**src/rtl/pic_pkg.sv**
```systemverilog
// Shared widths, constants and types for the
// program fetch unit and its call stack.
package pic_pkg;

   localparam int PC_W = 11;
   localparam int INSTR_W = 14;
   localparam int STACK_DEPTH = 8;
   localparam logic [INSTR_W-1:0] NOP_INSTR = 14'h0000;

   typedef enum logic [1:0] {
      SEL_INC,
      SEL_JMP,
      SEL_RET
   } pc_sel_e;

endpackage

```
**src/rtl/pic_call_stack.sv**
```systemverilog
// Circular return-address stack with saturating
// occupancy count and sticky overflow/underflow.
module pic_call_stack
   import pic_pkg::*;
#(
   parameter int DEPTH = STACK_DEPTH
) (
   input  logic            clk,
   input  logic            rst_n,
   input  logic            push,
   input  logic            pop,
   input  logic [PC_W-1:0] din,
   output logic [PC_W-1:0] dout,
   output logic            overflow,
   output logic            underflow
);

   localparam int PTR_W = $clog2(DEPTH);
   localparam int CNT_W = $clog2(DEPTH + 1);

   logic [PC_W-1:0]  mem [DEPTH];
   logic [PTR_W-1:0] ptr;
   logic [PTR_W-1:0] top;
   logic [CNT_W-1:0] count;

   assign top  = ptr - PTR_W'(1);
   assign dout = mem[top];

   // Pointer wraps freely; pop wins if both are requested.
   always_ff @(posedge clk or negedge rst_n) begin
      if (!rst_n) begin
         ptr       <= '0;
         count     <= '0;
         overflow  <= 1'b0;
         underflow <= 1'b0;
         for (int i = 0; i < DEPTH; i++) begin
            mem[i] <= '0;
         end
      end else if (pop) begin
         ptr <= top;
         if (count == '0) begin
            underflow <= 1'b1;
         end else begin
            count <= count - CNT_W'(1);
         end
      end else if (push) begin
         mem[ptr] <= din;
         ptr      <= ptr + PTR_W'(1);
         if (count == CNT_W'(DEPTH)) begin
            overflow <= 1'b1;
         end else begin
            count <= count + CNT_W'(1);
         end
      end
   end

endmodule

```
**src/rtl/program_fetch.sv**
```systemverilog
// PC, instruction register and redirect handling
// for a PIC-style two-cycle fetch pipeline.
module program_fetch
   import pic_pkg::*;
#(
   parameter int STACK_DEPTH = pic_pkg::STACK_DEPTH
) (
   input  logic               clk,
   input  logic               rst_n,
   output logic [PC_W-1:0]    Rom_addr_out,
   input  logic [INSTR_W-1:0] Rom_data_in,
   input  logic               stall,
   input  logic               flush,
   input  logic               jump_en,
   input  logic [PC_W-1:0]    jump_addr,
   input  logic               call_en,
   input  logic               ret_en,
   output logic [INSTR_W-1:0] ir_out,
   output logic               ir_valid,
   output logic [PC_W-1:0]    ir_pc,
   output logic               stack_overflow,
   output logic               stack_underflow
);

   logic [PC_W-1:0] pc;
   logic [PC_W-1:0] pc_next;
   logic [PC_W-1:0] stk_top;
   logic            redirect;
   logic            push;
   logic            pop;
   pc_sel_e         sel;

   assign Rom_addr_out = pc;
   assign redirect = flush | jump_en | call_en | ret_en;
   assign pop  = ~stall & ret_en;
   assign push = ~stall & call_en & ~ret_en;

   // Next-PC source: return beats call beats jump.
   always_comb begin
      sel = SEL_INC;
      priority case (1'b1)
         ret_en:  sel = SEL_RET;
         call_en: sel = SEL_JMP;
         jump_en: sel = SEL_JMP;
         default: sel = SEL_INC;
      endcase
   end

   // Mux the selected next-PC value.
   always_comb begin
      pc_next = pc + PC_W'(1);
      case (sel)
         SEL_RET: pc_next = stk_top;
         SEL_JMP: pc_next = jump_addr;
         default: pc_next = pc + PC_W'(1);
      endcase
   end

   // PC and IR advance together unless stalled.
   always_ff @(posedge clk or negedge rst_n) begin
      if (!rst_n) begin
         pc       <= '0;
         ir_out   <= NOP_INSTR;
         ir_valid <= 1'b0;
         ir_pc    <= '0;
      end else if (!stall) begin
         pc    <= pc_next;
         ir_pc <= pc;
         if (redirect) begin
            ir_out   <= NOP_INSTR;
            ir_valid <= 1'b0;
         end else begin
            ir_out   <= Rom_data_in;
            ir_valid <= 1'b1;
         end
      end
   end

   pic_call_stack #(
      .DEPTH(STACK_DEPTH)
   ) u_stack (
      .clk      (clk),
      .rst_n    (rst_n),
      .push     (push),
      .pop      (pop),
      .din      (pc),
      .dout     (stk_top),
      .overflow (stack_overflow),
      .underflow(stack_underflow)
   );

endmodule

```
**config.mk**
```make
export PLATFORM = sky130hd
export DESIGN_NAME = program_fetch
export DESIGN_NICKNAME = d
export VERILOG_FILES = /design/src/rtl/pic_pkg.sv /design/src/rtl/pic_call_stack.sv /design/src/rtl/program_fetch.sv
export SDC_FILE = /design/constraint.sdc
export NUM_CORES = 1
export LEC_CHECK = 0
export ABC_CLOCK_PERIOD_IN_PS = 8100
export CAP_MARGIN = 10
export CORE_MARGIN = 3
export CORE_UTILIZATION = 30
export DETAILED_ROUTE_END_ITERATION = 16
export GPL_TIMING_DRIVEN = 1
export PLACE_DENSITY = 0.48
export SETUP_SLACK_MARGIN = 0.15
export SLEW_MARGIN = 20
export SYNTH_ARGS = -nofsm -noshare
export SYNTH_HDL_FRONTEND = slang
export SYNTH_HIERARCHICAL = 1
export SYNTH_SLANG_ARGS = --single-unit
export TNS_END_PERCENT = 1
```
**constraint.sdc**
```tcl
create_clock -name clk -period 8.1 [get_ports clk]
set_clock_uncertainty 0.15 [all_clocks]
set_input_delay 0.81 -clock clk [delete_from_list [all_inputs] [get_ports clk]]
set_output_delay 0.81 -clock clk [all_outputs]
set_load 0.02 [all_outputs]
```
Yosys cells after proc, flatten, opt, wreduce, memory -nomap -nowiden
Cells that the tools add are included.
W data, S select, Z words.
{"block": "totals", "romBits": 0, "ramBits": 0, "register_bits": 134, "out_inout_bits": 39, "in_bits": 32, "mem_count": 0, "latch_bits": 0}
{"block": "op_classes", "shifts": 0, "muxes": 18, "div": 0, "eq_ne": 5, "add_sub_neg": 5, "n_lt_le_gt_ge": 3, "reduce_logical": 7, "n_mul": 0, "bitwise": 11}
{"cell": "$bwmux W88", "count": 1}
{"cell": "$bmux W11 S3", "count": 1}
{"cell": "$demux W11 S3", "count": 1}
{"cell": "$mux W11", "count": 3}
{"cell": "$pmux W11 S2", "count": 1}
{"cell": "$mux W4", "count": 4}
{"cell": "$mux W14", "count": 1}
{"cell": "$add A11 B1 Y11 const B", "count": 1}
{"cell": "$ge A4 B4 Y1 const B", "count": 2}
{"cell": "$not A3 Y4", "count": 2}
{"cell": "$mux W3", "count": 2}
{"cell": "$reduce_and A3 Y1", "count": 2}
{"cell": "$add A4 B1 Y4 const B", "count": 1}
{"cell": "$eq A4 B4 Y1 const B", "count": 1}
{"cell": "$logic_not A4 Y1", "count": 1}
{"cell": "$lt A4 B1 Y1 const B", "count": 1}
{"cell": "$mux W2", "count": 2}
{"cell": "$ne A2 B2 Y1 const B", "count": 2}
{"cell": "$reduce_and A2 Y1", "count": 2}
{"cell": "$sub A4 B1 Y4 const B", "count": 1}
{"cell": "$add A3 B1 Y3 const B", "count": 1}
{"cell": "$and A1 B1 Y1", "count": 3}
{"cell": "$not A1 Y1", "count": 3}
{"cell": "$or A1 B1 Y1", "count": 3}
{"cell": "other kinds (6)", "count": 7}

Depth between registers and ports, before layout
{"block": "depth", "ltp_word": 6, "mapped_depth": 12, "mapped_depth_nobuf": 8}

Hierarchy
The synthesis kept the hierarchy.
{"mod": "pic_call_stack", "area_each_um2": 4584.4, "cells_each": 291, "n_inst": 1}
{"mod": "program_fetch", "area_each_um2": 1788.0, "cells_each": 160, "n_inst": 1}

Worst setup path before layout
No wires, ideal clock.
{"block": "synth_timing", "path_type": "reg2reg", "start": "register u_stack.ptr[0]", "end": "register pc[7] (netlist: Rom_addr_out[7])", "path_stages_with_launch": 13, "n_path_buf": 4, "arrival_time_ns": 2.736, "setup_slack_ns": 5.092, "period_less_slack_ns": 3.008, "path_cell_list": "dfrtp_1 > buf_6 > buf_6 > inv_1 > ha_1 > buf_2 > clkbuf_1 > mux4_2 > mux2_4 > a21oi_1 > o21ai_0 > a311o_1 > o221a_2"}
{"block": "synth_between", "elab_chain_cells": 6}
{"element": "start, declared", "line_no": "pic_call_stack.sv:22", "rtl": "logic [PTR_W-1:0] ptr;"}
{"element": "start signal, assigned", "line_no": "pic_call_stack.sv:40", "rtl": "ptr <= top;"}
{"element": "start signal, assigned", "line_no": "pic_call_stack.sv:48", "rtl": "ptr <= ptr + PTR_W'(1);"}
{"element": "$sub A3 B1 Y3", "line_no": "pic_call_stack.sv:26", "rtl": "assign top = ptr - PTR_W'(1);"}
{"element": "via u_stack.top[0]", "line_no": "pic_call_stack.sv:23", "rtl": "logic [PTR_W-1:0] top;"}
{"element": "$not A3 Y4 (implied by the code)", "line_no": "pic_call_stack.sv:27", "rtl": "assign dout = mem[top];"}
{"element": "$bmux W11 S3", "line_no": "pic_call_stack.sv:27"}
{"element": "$mux W11 (implied by the code) (2 in series)", "line_no": "pic_call_stack.sv:27"}
{"element": "via stk_top[7]", "line_no": "program_fetch.sv:27", "rtl": "logic [PC_W-1:0] stk_top;"}
{"element": "$pmux W11 S2", "line_no": "program_fetch.sv:52", "rtl": "case (sel)"}
{"element": "end signal, assigned", "line_no": "program_fetch.sv:67", "rtl": "pc <= pc_next;"}
{"element": "end, declared", "line_no": "program_fetch.sv:25", "rtl": "logic [PC_W-1:0] pc;"}
The timed path passes the listed nets, and every way through them passes these cells. The select of a mux whose other input is x is not followed.
A chain may end at the register's enable or synchronous reset.

Final worst setup path
{"block": "layout_timing", "start": "input ret_en", "end": "register u_stack/mem[15] (netlist name)"}
{"block": "layout_between", "elab_chain_cells": 3, "word_cells_on_any_way": 5, "classes_between": "bitwise (4); reduce/logical (1)"}
{"element": "start, declared", "line_no": "program_fetch.sv:17", "rtl": "input logic ret_en,"}
{"element": "$and A1 B1 Y1", "line_no": "program_fetch.sv:35", "rtl": "assign pop = ~stall & ret_en;"}
{"element": "via pop", "line_no": "program_fetch.sv:30", "rtl": "logic pop;"}
{"element": "$not A1 Y1 (no source line)"}
{"element": "$reduce_and A2 Y1 (no source line)"}
{"element": "end signal, assigned by index", "line_no": "pic_call_stack.sv:47", "rtl": "mem[ptr] <= din;"}
{"element": "end, declared", "line_no": "pic_call_stack.sv:21", "rtl": "logic [PC_W-1:0] mem [DEPTH];"}
The timed path passes the listed nets, and every way through them passes these cells.

==> flow_summary.ini <==
[outcome]
status = finished, final reports clean

[cts]
htreeDepth = 4
clock_latency_ns = 0.42
tritoncts = yes
cts_sinks = 134
numCtsBuffers = 17
cts.clk_slew.worst_paths_ns = 0.06
cts_resized = 0
postCtsHoldBufs = 0
cts_setup_buffers = 0
cts_max_path_buffers = 2
clock_tree.root_cell = clkbuf_16

[final_layout]
final_area_mm2 = 0.00791
nNetsFinal = 562
fill_cells = 1965
diodes = 0
fin_util_pct = 38.5
drive_above_1_share_pct = 21.3
synthToLayoutAreaGrowth_pct = 24.1

[synth]
yosysSeqAreaShare_pct = 52.6
synth_compound_gate_area_share_pct = 7.76
yosys.area_share.adder_pct = 1.30
synthFlopType = dfrtp_1
yosysWarnings = 6
synth_xor_area_share_pct = 0.550
synth_top_family_by_area = multiplexers
synthCells = 451
yosys.area.top_type_share_pct = 52.6
synthesis.nets = 489
synth_cell_types = 57
synth_simple_gate_area_share_pct = 6.20
synth-async-reset-ratio_pct = 100
ys_ff_latch = 134
synth.mux.area_fraction_pct = 28.3
synth_top_cell_by_area = dfrtp_1
yosys-top-cells-area = dfrtp_1 (53%), mux2_1 (16%), mux4_2 (8.1%), mux2_2 (2.7%), mux2_4 (1.6%)
syn-cell-area_mm2 = 0.00637
synth_edf_count = 0
avgSynthCellArea_um2 = 14.1

[grt]
use_met2_pct = 22.5
antenna_found_initial = 0
grt_pass1_wl_mm = 24.2
grt_pass1_vias = 4239
use_met3_pct = 3.24
grt.busiest_layer = met2
track_usage_pct = 14.0
overflow = 0
grt_max_degree = 77
met1_usage_pct = 18.7

[place]
place_area_mm2 = 0.00733
dp_hpwl_mm = 9.75
gp_congestion = 0.759
portBuffers = 70

[critical_path]
path_cells = clkdlybuf4s50_1 > nor2b_1 > buf_4 > nand2b_1 > nor3_2 > mux2_1
required_ns = 8.25
critPathMaxFanout = 26
startpoint = ret_en
r2r-start = u_stack/ptr[0]
slowest_stage = clkdlybuf4s50_1
crit_arrival_ns = 3.66
path_class = primary input to flop
slowest_delay_ns = 0.84
start_kind = primary input
endpoint_kind = flop

[detailed_routing]
vias_per_cell = 5.07
wl_per_cell_um = 19.2
drt_pass1_iterations = 4
num_vias = 4089
drt_iter0_markers = 138
routed_wl_mm = 15.4
drc = 0
drtAntennaViolNets = 0

[sta]
finalSetupTns_ns = 0
fin_crit_sh_pct = 43.4
period_needed_ns = 3.51
hold_viol_final = 0
slew_viol_final = 0
worst_slew_pin_slew_ns = 0.984
max_clock_freq_mhz = 285
rsz0062_at_grt = no
slew_headroom_pct = 34.1
setup_viol_count_final = 0

[power_and_ir_drop]
p_leak_nw = 3.59
vdd_drop_max_uv = 146
p_per_area_mw_per_mm2 = 359

[floorplanning]
fp.dieArea_mm2 = 0.0230
die_y_um = 152
boundaryPins = 71
core-area_mm2 = 0.0206
start_util_pct = 31.0
fp.dieW_um = 152
rows = 52

[min_path]
hp-class = primary input to async pin

[job]
drv_cap = 0
## report_power, final
part	internal (mW)	total [mW]	switching, mW
clock network	0.454	0.761	0.307
logic	0.527	0.976	0.449
registers	0.902	1.10	0.202
## cells in the mapped netlist (all sizes together) (4+ instances only)
cell type  count
a21o           4
a21oi         15
a22o          15
a31oi          4
and3           4
buf           23
clkbuf         5
dfrtp        134
ha             5
inv            9
mux2         110
mux4          23
nand2         16
nor2           9
nor3           7
o21ai         17
## kinds of logic (layout without fill, tap and decap cells)
logic type                 Yosys count  in the layout
xor gates and xnor gates             4              4
adders and majority gates            6              6
AOI/OAI and AO/OA                   71             71
DFF                                134            134
muxes                              135            135
and+or+nand+nor                     64             64
buffers and inverters               37            122
## layout make-up
cell class / count / area (µm²) / area share [%]
repair buffers: 82 / 787 / 9.95
flip-flops and latches: 134 / 3350 / 42.4
clock buffers: 17 / 425 / 5.38
multi-input cells: 280 / 2820 / 35.6
clock inverters: 14 / 153 / 1.93
inverters: 9 / 33.8 / 0.427
well taps: 270 / 338 / 4.27
## placed cells by master, fill, tap and decap left out, types with 6 or more instances in the layout
master           instances
a22o_2                   9
clkdlybuf4s50_1         68
a22o_1                   6
buf_4                   12
mux2_1                  88
mux2_2                  15
a21oi_1                 15
mux2_4                   7
o21ai_0                 17
mux4_2                  23
nand2_1                 16
dfrtp_1                133
clkbuf_16               17
nor2_1                   8
inv_1                    7
## sequential cells by signal, summed over array words and instances, names as in the netlist, 3 cells and up
signal / cells
u_stack/ptr: 3
u_stack/mem: 88
u_stack/count: 4
ir_out: 14
Rom_addr_out: 11
ir_pc: 11
## layer usage
layer	part of all wire (%)	up-vias
met3	5.1	15
met2	46	102
met4	1.5	0
met5	0	-
li1	-	1846
met1	47	2126
## path summary, 6_finish.rpt
path	slack (ns)	end	cells past startpoint
worst max-delay path	4.59	u_stack/mem[15]	6
worst min-delay path	0.21	ir_out[3]	1
worst max register to register	4.74	Rom_addr_out[7]	10
worst min register to register	0.31	u_stack/overflow	1
max in group asynchronous	6.19	u_stack/mem[62]	2
min in group clk	0.31	u_stack/overflow	1
## through the flow
stage / setup slack [ns] / hold WS [ns] / total power, mW / std cells
3_3_place_gp: 4.03 / 0.295 / 2.08 / 775
4_1_cts: 4.55 / 0.226 / 2.88 / 806
6_report: 4.59 / 0.206 / 2.84 / 806
3_5_place_dp: 4.08 / 0.301 / 2.11 / 775
2_1_floorplan: 5.09 / 0.302 / 1.74 / 451
5_1_grt: 4.37 / 0.246 / 3.01 / 806
## critical path: cells and delay by family
family,cells,cell delay (ns)
multiplexers,1,0.39
AND/OR/NAND/NOR,3,1.36
buffers and inverters,2,1.07
Note: power is estimated with default switching activity, not from simulation.
